File: src/rtl/port_rx.sv
// port_rx: serial packet receiver. Deserialises a 3-bit destination and a
// 32-bit payload from the frame_n/valid_n/di link. Complete packets go into a
// show-ahead FIFO that the fabric drains through pkt_valid/pkt_ready.
// Protocol errors and overflow drops raise a one-cycle err pulse.
// Optional feature: define PORT_RX_STATS_EN to add saturating packet and
// drop counters (rx_pkt_cnt, rx_drop_cnt).
module port_rx #(
    parameter int FIFO_DEPTH = 4
) (
    input  logic        clock,
    input  logic        reset_n,
    input  logic        frame_n,
    input  logic        valid_n,
    input  logic        di,
    output logic        pkt_valid,
    input  logic        pkt_ready,
    output logic [2:0]  pkt_da,
    output logic [31:0] pkt_data,
    output logic        err
`ifdef PORT_RX_STATS_EN
    ,
    output logic [7:0]  rx_pkt_cnt,
    output logic [7:0]  rx_drop_cnt
`endif
);

    localparam int AW = $clog2(FIFO_DEPTH);
    localparam logic [AW:0] DEPTH_C = FIFO_DEPTH[AW:0];

    typedef enum logic [2:0] {IDLE, ADDR, PAD, DATA, DROP} state_t;

    state_t      state;
    logic        frame_n_p1;
    logic [2:0]  da;
    logic        addr_hi;
    logic [30:0] shreg;
    logic [4:0]  bit_cnt;

    logic [2:0]  mem_da   [FIFO_DEPTH];
    logic [31:0] mem_data [FIFO_DEPTH];
    logic [AW-1:0] wr_ptr, rd_ptr;
    logic [AW:0]   count;

    logic        full, pop, push_req, push, overflow;
    logic [31:0] push_data;

    // Head of the FIFO drives the fabric side directly (show-ahead).
    always_comb begin
        full      = (count == DEPTH_C);
        pkt_valid = (count != '0);
        pop       = pkt_valid & pkt_ready;
        pkt_da    = mem_da[rd_ptr];
        pkt_data  = mem_data[rd_ptr];
        push_req  = (state == DATA) && !valid_n && frame_n && (bit_cnt == 5'd31);
        push_data = {di, shreg};
        // A pop in the same cycle frees the slot, so a full FIFO still accepts.
        push      = push_req && (!full || pop);
        overflow  = push_req && full && !pop;
    end

    // Link-side FSM: address capture, pad skip, payload shift, error pulses.
    always_ff @(posedge clock or negedge reset_n) begin
        if (!reset_n) begin
            state      <= IDLE;
            frame_n_p1 <= 1'b0;
            da         <= '0;
            addr_hi    <= 1'b0;
            shreg      <= '0;
            bit_cnt    <= '0;
            err        <= 1'b0;
        end else begin
            frame_n_p1 <= frame_n;
            err        <= 1'b0;
            case (state)
                IDLE: begin
                    // frame_n_p1 resets low, so a packet already running at
                    // reset release is ignored until frame_n is seen high.
                    if (!frame_n && frame_n_p1) begin
                        da[0]   <= di;
                        addr_hi <= 1'b0;
                        state   <= ADDR;
                    end
                end
                ADDR, PAD: begin
                    if (!valid_n) begin
                        err   <= 1'b1;
                        state <= DROP;
                    end else if (frame_n) begin
                        err   <= 1'b1;
                        state <= IDLE;
                    end else if (state == ADDR) begin
                        if (addr_hi) begin
                            da[2] <= di;
                            state <= PAD;
                        end else begin
                            da[1]   <= di;
                            addr_hi <= 1'b1;
                        end
                    end else begin
                        bit_cnt <= '0;
                        state   <= DATA;
                    end
                end
                DATA: begin
                    if (!valid_n) begin
                        if (bit_cnt != 5'd31) begin
                            shreg[bit_cnt] <= di;
                        end
                        if (frame_n) begin
                            // Last bit: short packet or FIFO overflow both drop.
                            state <= IDLE;
                            if (bit_cnt != 5'd31 || overflow) begin
                                err <= 1'b1;
                            end
                        end else if (bit_cnt == 5'd31) begin
                            err   <= 1'b1;
                            state <= DROP;
                        end else begin
                            bit_cnt <= bit_cnt + 5'd1;
                        end
                    end else if (frame_n) begin
                        err   <= 1'b1;
                        state <= IDLE;
                    end
                end
                DROP: begin
                    if (frame_n) begin
                        state <= IDLE;
                    end
                end
                default: state <= IDLE;
            endcase
        end
    end

    // Packet FIFO storage and pointers; entries are {da, payload}.
    always_ff @(posedge clock or negedge reset_n) begin
        if (!reset_n) begin
            for (int i = 0; i < FIFO_DEPTH; i++) begin
                mem_da[i]   <= '0;
                mem_data[i] <= '0;
            end
            wr_ptr <= '0;
            rd_ptr <= '0;
            count  <= '0;
        end else begin
            if (push) begin
                mem_da[wr_ptr]   <= da;
                mem_data[wr_ptr] <= push_data;
                wr_ptr           <= wr_ptr + 1'b1;
            end
            if (pop) begin
                rd_ptr <= rd_ptr + 1'b1;
            end
            count <= count + {{AW{1'b0}}, push} - {{AW{1'b0}}, pop};
        end
    end

`ifdef PORT_RX_STATS_EN
    // Saturating counters of accepted packets and err pulses.
    always_ff @(posedge clock or negedge reset_n) begin
        if (!reset_n) begin
            rx_pkt_cnt  <= '0;
            rx_drop_cnt <= '0;
        end else begin
            if (push && rx_pkt_cnt != 8'hff) begin
                rx_pkt_cnt <= rx_pkt_cnt + 8'd1;
            end
            if (err && rx_drop_cnt != 8'hff) begin
                rx_drop_cnt <= rx_drop_cnt + 8'd1;
            end
        end
    end
`endif

endmodule

File: config.mk
export PLATFORM = sky130hd
export DESIGN_NAME = port_rx
export DESIGN_NICKNAME = d
export VERILOG_FILES = /design/src/rtl/port_rx.sv
export SDC_FILE = /design/constraint.sdc
export NUM_CORES = 1
export LEC_CHECK = 0
export CAP_MARGIN = 25
export CORE_UTILIZATION = 60
export CTS_BUF_LIST = sky130_fd_sc_hd__clkbuf_2
export CTS_CLUSTER_SIZE = 20
export DETAILED_ROUTE_END_ITERATION = 8
export GPL_TIMING_DRIVEN = 0
export HOLD_SLACK_MARGIN = 0.08
export PLACE_DENSITY = 0.8
export SYNTH_ARGS = -nofsm -noshare
export SYNTH_HDL_FRONTEND = slang
export SYNTH_SLANG_ARGS = --single-unit
File: constraint.sdc
create_clock -name clock -period 3.8 [get_ports clock]
set_clock_uncertainty 0.15 [all_clocks]
set_input_delay 0.95 -clock clock [delete_from_list [all_inputs] [get_ports clock]]
set_output_delay 0.95 -clock clock [all_outputs]
set_load 0.02 [all_outputs]
== Yosys cells after proc, flatten, opt, wreduce, memory -nomap -nowiden ==
Cells that the tools add are included.

* Input port bits: 6
* ROM bits: 0
* Output and inout port bits: 37
* Word-level logic and storage cells: 124
* Register bits: 192
* Latch bits: 0
* Bits in writable memories: 0
* Memories: 0

* Reduce and logical (&&, ||, !) cells: 27
* Muxes and demuxes: 44
* Bitwise logic cells: 6
* Add/subtract/negate cells: 5
* Div/mod/pow operators: 0
* Shifts and indexed selects: 0
* $lt $le $gt $ge: 5
* Eq/ne operators: 17
* $mul: 0

{| class="wikitable"
|+ Operators with widths
! kind !! count
|-
| 128-bit bitwise mux || 1
|-
| 32-bit 2-to-1 mux || 3
|-
| 32-bit binary-select mux with 2-bit select || 1
|-
| 32-bit demux with 2-bit select || 1
|-
| 3-bit 2-to-1 mux || 12
|-
| 31-bit bitwise mux || 1
|-
| 5-bit 2-to-1 mux || 6
|-
| 2-bit != test (second input constant) || 8
|-
| 5-bit AND reduction || 3
|-
| 12-bit bitwise mux || 1
|-
| 3-bit case mux with 4 select lines || 1
|-
| 1-bit 2-to-1 mux || 11
|-
| 5-bit != test (second input constant) || 2
|-
| 5-bit case mux with 2 select lines || 1
|-
| 1-bit logical AND || 9
|-
| 7-bit AND reduction || 1
|-
| 3-bit binary-select mux with 2-bit select || 1
|-
| 3-bit demux with 2-bit select || 1
|-
| 3-bit by 2-bit == test with 1-bit output (second input constant) || 2
|-
| 3-bit == test (second input constant) || 2
|-
| 3-bit >= comparator (second input constant) || 2
|-
| 5-bit by 6-bit < comparator with 1-bit output (second input constant) || 1
|-
| 2-bit inverter with 3-bit output || 2
|-
| 3-bit AND reduction || 2
|-
| 20 further kinds || 29
|}

== Logic depth before layout (Yosys ltp) ==
Gate-level depths: netlist of run 1.

* Depth in word-level cells: 11
* Depth in mapped cells: 11
* Gate-level depth less buffers: 11

== Least setup slack after synthesis of run 1 ==
Ideal clock, no wire load.

* Path type: input port to flip-flop
* From: input port valid_n
* To: register count[2]
* Path slack: 0.731 ns
* Data required time: 3.527 ns
* Setup time: 0.123 ns
* Path buffers: 1
* Cell stages on the path: 9
* Data arrival time: 2.797 ns
* Path through: buf_2 nand3b_1 nor3_4 inv_1 ha_1 inv_1 ha_1 fa_1 xnor2_1

* Word-level cells in the longest chain between the ends: 7

{| class="wikitable"
|+ RTL lines
! item !! RTL line !! text
|-
| from (decl) || 13 || <nowiki>input logic valid_n,</nowiki>
|-
| 1-bit zero test || -- ||
|-
| 1-bit logical AND (3 in a row) || 54 || <nowiki>push_req = (state == DATA) && !valid_n && frame_n && (bit_cnt == 5'd31);</nowiki>
|-
| 1-bit logical AND || 57 || <nowiki>push = push_req && (!full || pop);</nowiki>
|-
| 3-bit by 1-bit adder with 3-bit output || 155 || <nowiki>count <= count + {{AW{1'b0}}, push} - {{AW{1'b0}}, pop};</nowiki>
|-
| 3-bit by 1-bit subtractor with 3-bit output || 155 ||
|-
| to (signal assigned) || 155 ||
|-
| to (decl) || 42 || <nowiki>logic [AW:0] count;</nowiki>
|}

No other way between the ends.
A chain may end at the register's enable or synchronous reset.

== Final worst setup path of run 1 ==
* From: register rd_ptr[1]
* To: output port pkt_data[2]

* Word-level cells in the longest chain between the ends: 4

{| class="wikitable"
|+ RTL lines
! item !! RTL line !! text
|-
| from (decl) || 41 || <nowiki>logic [AW-1:0] wr_ptr, rd_ptr;</nowiki>
|-
| from (signal assigned) || 153 || <nowiki>rd_ptr <= rd_ptr + 1'b1;</nowiki>
|-
| 2-bit inverter with 3-bit output (implied by the code) || 53 || <nowiki>pkt_data = mem_data[rd_ptr];</nowiki>
|-
| 32-bit binary-select mux with 2-bit select || 53 ||
|-
| 32-bit 2-to-1 mux (implied by the code) (2 in a row) || 53 ||
|-
| to (decl) || 18 || <nowiki>output logic [31:0] pkt_data,</nowiki>
|}

No other way between the ends. The select of a mux whose other input is x is not followed.

==> results.md, run 1 <==
- R2r startpoint: bit_cnt[2]
- Initial core utilization: 61.9%
- Layout area overhead: 12.4%
- Clock root buffer: clkbuf_2
- Synth Area in Compound Gates: 1.55%
- Area of the mapped netlist: 8660 um2
- Synth Flop Type: dfrtp_1
- Worst IR Drop VDD: 0.325 mV
- I/O Pins: 43
- MaxCap Viol Count: 0
- Wirelength, routed: 16300 um
- CTS Sinks: 192
- Synth area leader: dfrtp_1
- Num CTS Buffers: 17
- CTS tree: built
- Max frequency: 280 MHz
- Area contributors post-synth: dfrtp_1 (55%), mux2_2 (15%), mux4_2 (9.1%), mux2_1 (6.4%), nor2_1 (1.8%)
- Async set-reset flop share out of synthesis: 100%
- First-pass GRT wire length: 27300 um
- Setup-failing EPs final: 0
- Seq cells post-synth: 192
- Layout cells sized above 1: 34.9%
- Via count: 4837
- Commonest non-fill, non-tap cell in the layout: dfrtp_1
- Worst slew pin tran: 0.719 ns
- Horiz. Die Dim: 122 um
- Post-synth top area share: 55.5%
- Area share of and/or/nand/nor cells after synthesis: 5.36%
- Number of synthesized flops with an enable pin: 0
- Max Slew Vio Count: 0
- Main combinational cell family by area after synthesis: multiplexers
- Pwr dens: 426 nW/um2
- Gr usage total: 24.8%
- Cells after Synth: 569
- Post-Synth Adder-Cell Area: 1.82%
- Final core occ: 69.6%
- Power Total: 4.15 mW
- Leading cell types in the layout, fill and taps excluded: dfrtp_1 (191), mux2_2 (116), mux2_1 (49), nor2_1 (42), mux4_2 (35)
- Min-delay src: mem_data[9]
- Hold Path Class: reg -> reg
- Post-synth net total: 587
- Unrepaired setup endpoints after global routing: false
- WHS Path Cells: 1
- Average wire per standard cell: 19.9 um
- Clk_lat worst skew: 0.74 ns
- R2R depth: 11
- Synth warn: 0
- CTS Buffer Depth: 2
- Arr. time, crit path: 2.47 ns
- Critical path type: reg -> out
- Routed vias/inst: 5.88
- Remaining DRCs: 0
- Final nets: 647
- Design area: 9740 um2
- Syn avg cell area: 15.2 um2
- Core box area: 14000 um2
- Antenna Violating Nets Remaining: 0
- Post-synthesis xor/xnor area fraction: 0.606%
- # H-tree levels: 4
- Drt first pass iters: 4
- Hold WS: 0.375 ns
- # diodes: 0
- Crit Path Max Fanout: 10
- # placed instances: 790
- Number of global-route vias before repair: 5226
- Crit path launch: rd_ptr[1]
- Leakage Power: 5.29 nW
- Post-DP HPWL: 10800 um
- Worst-path clk slew: 0.24 ns
- Setup Buffers After CTS: 0
- Hold Vio Cnt, Final: 0
- First DRT Iteration DRCs: 259
- GP Congestion: 0.804
- Startpoint Class: flop
- Aggregate global routing overflow: 0
- Fin cells: 822
- Mux cell area share after synthesis: 32.1%
- Tmin final: 3.57 ns
- Synth unique cells: 45
- Port buffer count: 40
- Register area share after synthesis: 55.5%
- Placed Area: 9320 um2
- CP Capture Type: output port
- CP required: 2.70 ns
- Final cycle utilization of the critical path: 94.0%
- Status: completed
- Die Ht: 122 um
- Die ar.: 14900 um2
- Number of core rows: 43
- Slew HR: 52.1%
- Pin count of the biggest net entering global routing: 99
- Antenna violations before repair: 0
[through the flow]
stage | TNS (ns) | worst slack [ns]
floorplan | 0 | 0.731
global placement | -1094.64 | -5.71
detailed placement | 0 | 0.0728
CTS | 0 | 0.00139
global route | 0 | 0.0894
finish | 0 | 0.230
[critical path, stage by stage, from the launching register on]
cell             delay, ns
dfrtp_2               0.56
clkbuf_4              0.31
mux4_2                0.32
clkdlybuf4s50_1       0.55
[what timing repair did]
item	4_1_cts	5_1_grt
endpoints found under the setup margin	29	28
cloned	0	0
gates resized for setup	15	29
endpoints found under the hold margin	97	0
hold buffers	1	0
[worst paths after layout]
| path | to | slack [ns] |
|---|---|---|
| setup reg to reg | count[2] | 0.35 |
| hold reg to reg | mem_data[9] | 0.38 |
| min in group asynchronous | mem_data[105] | 0.62 |
| setup / recovery | pkt_data[2] | 0.23 |
| max in group asynchronous | mem_data[48] | 1.96 |
| hold / removal | mem_data[9] | 0.38 |
[power by group]
group | total (mW) | internal (mW) | switching (mW)
Combinational | 0.764 | 0.343 | 0.422
Sequential | 2.21 | 2.13 | 0.0855
Clock | 1.18 | 0.498 | 0.677
[kinds of logic after synthesis]
group                      after synthesis
muxes                                  209
DFF                                    192
and+or+nand+nor                         86
buffers and inverters                   44
AOI/OAI and AO/OA                       20
adders and majority gates               12
xor gates and xnor gates                 6
[Yosys cell counts (2+ instances only)]
cell and number:
buf_6 12, mux2_4 9, nand2_4 4, nor2b_1 2
nor3b_1 2, nand3_1 5, nor4b_1 2, or3_1 2
nand3b_1 4, buf_4 2, dfrtp_1 192, and2_1 2
xnor2_1 4, buf_2 6, o21ai_0 8, nand2_1 9
a22o_1 2, nor2_1 42, and3_1 2, clkbuf_1 12
mux4_2 35, xor2_1 2, ha_1 11, mux2_2 116
inv_1 11, mux2_1 49, nand4b_1 4
[area by class of cell]
class	instances	area (um2)
well taps	180	225
repair buffers	42	509
plain buffers	32	264
clock inverters	14	214
flip-flops and latches	192	4810
fillers	969	4250
clock buffers	18	90.1
multi-input cells	333	3590
inverters	11	41.3
[registers in the layout (all words and copies together) (netlist names)]
name / count
mem_da: 12
frame_n_p1: 1
rd_ptr: 2
state: 3
mem_data: 128
count: 3
wr_ptr: 2
shreg: 31
bit_cnt: 5
err: 1
da: 3
addr_hi: 1
[per-layer routing]
layer | vias up | track usage [%] | part of all wire, %
met5 | - | 0 | 0
met4 | 0 | 7.32 | 1.2
met2 | 82 | 39.7 | 50
li1 | 2174 | - | -
met1 | 2566 | 34.6 | 44
met3 | 15 | 4.92 | 4.1
No activity file was read; power rests on OpenSTA's default activity.
==> run 2: changes to the inputs <==
--- a/config.mk
+++ b/config.mk
@@ -10,3 +10,2 @@
 export CTS_BUF_LIST = sky130_fd_sc_hd__clkbuf_2
-export CTS_CLUSTER_SIZE = 20
 export DETAILED_ROUTE_END_ITERATION = 8
==> constraint.sdc (replaced) <==
create_clock -name clock -period 3.8 [get_ports clock]
set_clock_uncertainty 0.15 [all_clocks]
set_input_delay 0.76 -clock clock [delete_from_list [all_inputs] [get_ports clock]]
set_output_delay 0.76 -clock clock [all_outputs]
set_load 0.02 [all_outputs]
==> run 2 against run 1 <==
  * Critical path depth rose by 1
  * Core utilization fell by 0.57 points
  * Via count up 0.14%
  * Sequential power about the same
  * Sequential share of layout area is 0.41 points higher
  * Hold slack got worse by 0.099 ns
  * Worst setup slack worse by 0.028 ns
  * Final cell count stayed put
  * Final area decreased by 0.82%
  * Fmax is 0.79% lower
  * Critical path type unchanged
==> results.md, run 2 (synthesis gave the netlist of run 1 again) <==
- Status: completed
- Power Total: 4.14 mW
- Unrepaired setup endpoints after global routing: false
- MaxCap Viol Count: 0
- Average wire per standard cell: 19.9 um
- Comb pwr share: 18.2%
- Final cycle utilization of the critical path: 94.7%
- Worst-path clk slew: 0.26 ns
- CP Capture Type: output port
- Hold Path Class: in -> reg
- Placed Area: 9320 um2
- Hold Vio Cnt, Final: 0
- Sequential share of power: 53.4%
- CTS Buffer Depth: 2
- Worst slew pin tran: 0.727 ns
- Switching Fraction: 28.7%
- WHS Path Cells: 3
- Setup Buffers After CTS: 0
- NetSw: 1.19 mW
- Number of fillers in the final layout: 974
- Clk_lat worst skew: 0.74 ns
- First DRT Iteration DRCs: 330
- Initial core utilization: 61.9%
- Clock root buffer: clkbuf_2
- Die ar.: 14900 um2
- Final nets: 647
- Layout area overhead: 11.5%
- Wirelength, routed: 16400 um
- CP required: 2.89 ns
- Pwr dens: 429 nW/um2
- # diodes: 0
- Num CTS Buffers: 17
- Aggregate global routing overflow: 0
- # placed instances: 790
- Port buffer count: 40
- Leading cell types in the layout, fill and taps excluded: dfrtp_1 (191), mux2_2 (116), mux2_1 (49), nor2_1 (42), clkdlybuf4s50_1 (39)
- Leakage Power: 4.77 nW
- # H-tree levels: 4
- Internal cell power: 2.95 mW
- Die Ht: 122 um
- Layout cells sized above 1: 34.9%
- Number of core rows: 43
- Via count: 4844
- R2R depth: 11
- Arr. time, crit path: 2.69 ns
- Slew HR: 51.5%
- First-pass GRT wire length: 27300 um
- Antenna violations before repair: 0
- CTS Sinks: 192
- Place WS: 0.263 ns
- Largest registers: mem_data (128), shreg (31), mem_da (12)
- Fin cells: 822
- Antenna Violating Nets Remaining: 0
- Routed vias/inst: 5.89
- Crit Path Max Fanout: 10
- Horiz. Die Dim: 122 um
- Core box area: 14000 um2
- Max FFs per register: 128
- Tmin final: 3.60 ns
- I/O Pins: 43
- Clock share of power: 28.4%
- Final WS setup: 0.201 ns
- Number of global-route vias before repair: 5226
- Biggest register: mem_data
- Max frequency: 278 MHz
- Commonest non-fill, non-tap cell in the layout: dfrtp_1
- CTS tree: built
- Worst IR Drop VDD: 0.327 mV
- Gr usage total: 24.8%
- Design area: 9660 um2
- Hold WS: 0.276 ns
- Drt first pass iters: 4
- Startpoint Class: flop
- Critical path type: reg -> out
- Post-DP HPWL: 10800 um
- Max Slew Vio Count: 0
- GP Congestion: 0.804
- Remaining DRCs: 0
- Setup-failing EPs final: 0
- Pin count of the biggest net entering global routing: 99
[run 2: changes by cell type in the layout (fill, tap and decap cells not counted), sizes merged]
cell / before / now
dlygate4sd2: 1 / 0
clkdlybuf4s50: 11 / 39
dlymetal6s2s: 27 / 0
[run 2: what timing repair did]
item / CTS / global route
hold buffers: 1 / 0
setup endpoints to repair: 29 / 23
resized for setup: 7 / 4
endpoints found under the hold margin: 97 / 0
[run 2: cell type report]
class                      count  area [um2]  share of cell area (%)
tap                          180         225                    2.33
clock inverter                14         214                    2.22
sequential                   192        4810                    49.8
timing repair buffer          42         443                    4.59
clock buffer                  18        90.1                   0.933
inverter                      11        41.3                   0.427
multi-input combinational    333        3590                    37.2
buffer                        32         250                    2.59
[run 2: layer usage]
layer  share of wire (%)  wire [um]  GRT usage (%)
met5                   0          0              0
met3                 3.3        538           4.92
met4                 1.3        206           7.32
met1                  46       7570           34.5
met2                  49       8080           39.9
[run 2: power by group through the flow]
stage	Clock, mW	Combinational [mW]	Sequential (mW)
5_1_grt	1.28	0.822	2.23
3_3_place_gp	0	0.727	2.22
2_1_floorplan	0	0.533	2.21
6_report	1.18	0.752	2.21
3_5_place_dp	0	0.760	2.22
4_1_cts	1.20	0.754	2.21
[run 2: per-stage QoR]
step	setup TNS (ns)	util (%)
final	0	69.1
after global placement	-1058.16	66.4
after floorplan	0	-
after global routing	0	69.1
after detailed placement	0	66.6
after CTS	0	69.0
[run 2: worst max-delay path, cell delays in order (launching register included)]
cell and delay, ns:
dfrtp_1 0.38, buf_4 0.24, buf_6 0.23, mux4_2 0.54, clkdlybuf4s50_1 0.55
[run 2: final timing paths]
path                              start             to  slack, ns
min in group asynchronous       reset_n  mem_data[105]       0.44
setup reg to reg             bit_cnt[2]       count[2]       0.38
max in group asynchronous       reset_n   mem_data[20]       2.15
setup / recovery              rd_ptr[0]   pkt_data[14]       0.20
hold / removal                  valid_n            err       0.28
hold reg to reg            mem_data[20]   mem_data[20]       0.37
==> run 3: changes to the inputs <==
GPL_TIMING_DRIVEN = default   (was 0)
==> run 3 against run 2 <==
  * Count of clock-buffer cells in the layout did not move
  * Power down 3.8%
  * Register-to-register slack better by 0.52 ns
  * Combinational power is 9.7% lower
  * Worst setup slack improved by 0.0035 ns
  * Critical path depth is 1 lower
  * Largest power group unchanged
  * Highest routed layer unchanged
==> results.md, run 3 (synthesis gave the netlist of run 1 again) <==
- Wirelength, routed: 16300 um
- Comb pwr share: 17.0%
- CTS Buffer Depth: 2
- Worst-path clk slew: 0.26 ns
- Post-DP HPWL: 10000 um
- Horiz. Die Dim: 122 um
- Commonest non-fill, non-tap cell in the layout: dfrtp_1
- Pwr dens: 421 nW/um2
- Routed vias/inst: 5.96
- Setup-failing EPs final: 0
- Average wire per standard cell: 20.3 um
- Worst IR Drop VDD: 0.326 mV
- Final cycle utilization of the critical path: 94.6%
- Leading cell types in the layout, fill and taps excluded: dfrtp_1 (190), mux2_2 (116), mux2_1 (49), nor2_1 (42), clkdlybuf4s50_1 (41)
- Critical path type: reg -> out
- Biggest register: mem_data
- Core box area: 14000 um2
- Clk_lat worst skew: 0.74 ns
- Drt first pass iters: 4
- Max frequency: 278 MHz
- CTS Sinks: 192
- Final nets: 624
- Number of core rows: 43
- Leakage Power: 4.68 nW
- GP Congestion: 0.854
- Status: completed
- Switching Fraction: 29.6%
- Worst slew pin tran: 0.829 ns
- Via count: 4765
- Startpoint Class: flop
- Antenna violations before repair: 1
- Remaining DRCs: 0
- First-pass GRT wire length: 27000 um
- Internal cell power: 2.80 mW
- Hold Path Class: reg -> reg
- Tmin final: 3.60 ns
- Max FFs per register: 128
- Max Slew Vio Count: 0
- NetSw: 1.18 mW
- Layout cells sized above 1: 33.9%
- Hold Vio Cnt, Final: 0
- Die ar.: 14900 um2
- I/O Pins: 43
- Port buffer count: 42
- Placed Area: 9190 um2
- First DRT Iteration DRCs: 335
- Largest registers: mem_data (128), shreg (31), mem_da (12)
- Initial core utilization: 61.9%
- Num CTS Buffers: 17
- Layout area overhead: 9.26%
- Sum Neg Setup Slack: 0 ns
- Design area: 9470 um2
- MaxCap Viol Count: 0
- Clock root buffer: clkbuf_2
- # H-tree levels: 4
- Unrepaired setup endpoints after global routing: false
- CP required: 2.89 ns
- Arr. time, crit path: 2.69 ns
- Die Ht: 122 um
- Slew HR: 44.7%
- Reg-to-reg slack, setup: 0.90 ns
- CTS tree: built
- Aggregate global routing overflow: 0
- Clock share of power: 26.4%
- Pin count of the biggest net entering global routing: 89
- Gr usage total: 24.5%
- Number of fillers in the final layout: 995
- Antenna Violating Nets Remaining: 0
- Sequential share of power: 56.6%
- Hold WS: 0.371 ns
- CP Capture Type: output port
- Number of global-route vias before repair: 5159
- Crit Path Max Fanout: 16
[run 3: cell count changes in the layout (fill, tap and decap cells not counted), moves of 2 or more]
cell	delta
buf_12	+4
buf_2	-3
buf_6	-13
bufinv_16	-2
clkbuf_1	-9
clkbuf_2	-2
clkdlybuf4s50_1	+2
clkinv_2	+4
clkinv_4	+2
clkinvlp_4	-3
[run 3: metrics by stage]
| step | utilization, % | std cells | worst slack [ns] | power [mW] |
|---|---|---|---|---|
| floorplan | - | 569 | 0.899 | 2.74 |
| global placement | 65.7 | 766 | 0.593 | 2.94 |
| detailed placement | 65.7 | 766 | 0.573 | 2.97 |
| CTS | 67.6 | 799 | 0.0445 | 4.02 |
| global route | 67.7 | 800 | 0.0446 | 4.17 |
| finish | 67.7 | 800 | 0.205 | 3.98 |
[run 3: power groups by stage]
stage | Combinational, mW | Clock, mW | Sequential, mW
detailed placement | 0.687 | 0 | 2.29
CTS | 0.691 | 1.08 | 2.25
global placement | 0.670 | 0 | 2.27
floorplan | 0.533 | 0 | 2.21
finish | 0.679 | 1.05 | 2.25
global route | 0.752 | 1.15 | 2.27
[run 3: final timing paths]
kind | from | to | depth (start not counted)
worst min-delay path | mem_data[18] | mem_data[18] | 1
worst max-delay path | rd_ptr[0] | pkt_data[28] | 3
min in group asynchronous | reset_n | mem_data[105] | 2
max in group asynchronous | reset_n | rd_ptr[1] | 3
worst min register to register | mem_data[18] | mem_data[18] | 1
worst max register to register | bit_cnt[1] | mem_data[50] | 8
[run 3: critical path, cell delays in order, from the launching register on]
cell and delay (ns):
dfrtp_2 0.43, buf_4 0.33, mux4_2 0.60, clkdlybuf4s50_1 0.58
[run 3: what timing repair did]
action,CTS,global route
hold buffers,1,0
setup buffers,0,0
endpoints found under the hold margin,86,0
setup endpoints to repair,0,3
resized for setup,0,2
[run 3: per-layer routing]
layer	global-route usage, %	wire [um]
met1	33.5	7330
met2	39.3	8150
met3	5.38	505
met4	8.23	270
met5	0	0
[run 3: area by class of cell]
type | count | area, um2 | share of cell area, %
Antenna cell | 1 | 2.50 | 0.0264
Tap cell | 180 | 225 | 2.38
Timing Repair Buffer | 51 | 546 | 5.76
Sequential cell | 192 | 4810 | 50.8
Clock buffer | 18 | 90.1 | 0.952
Clock inverter | 14 | 165 | 1.74
Multi-Input combinational cell | 333 | 3590 | 37.9
Inverter | 11 | 41.3 | 0.436
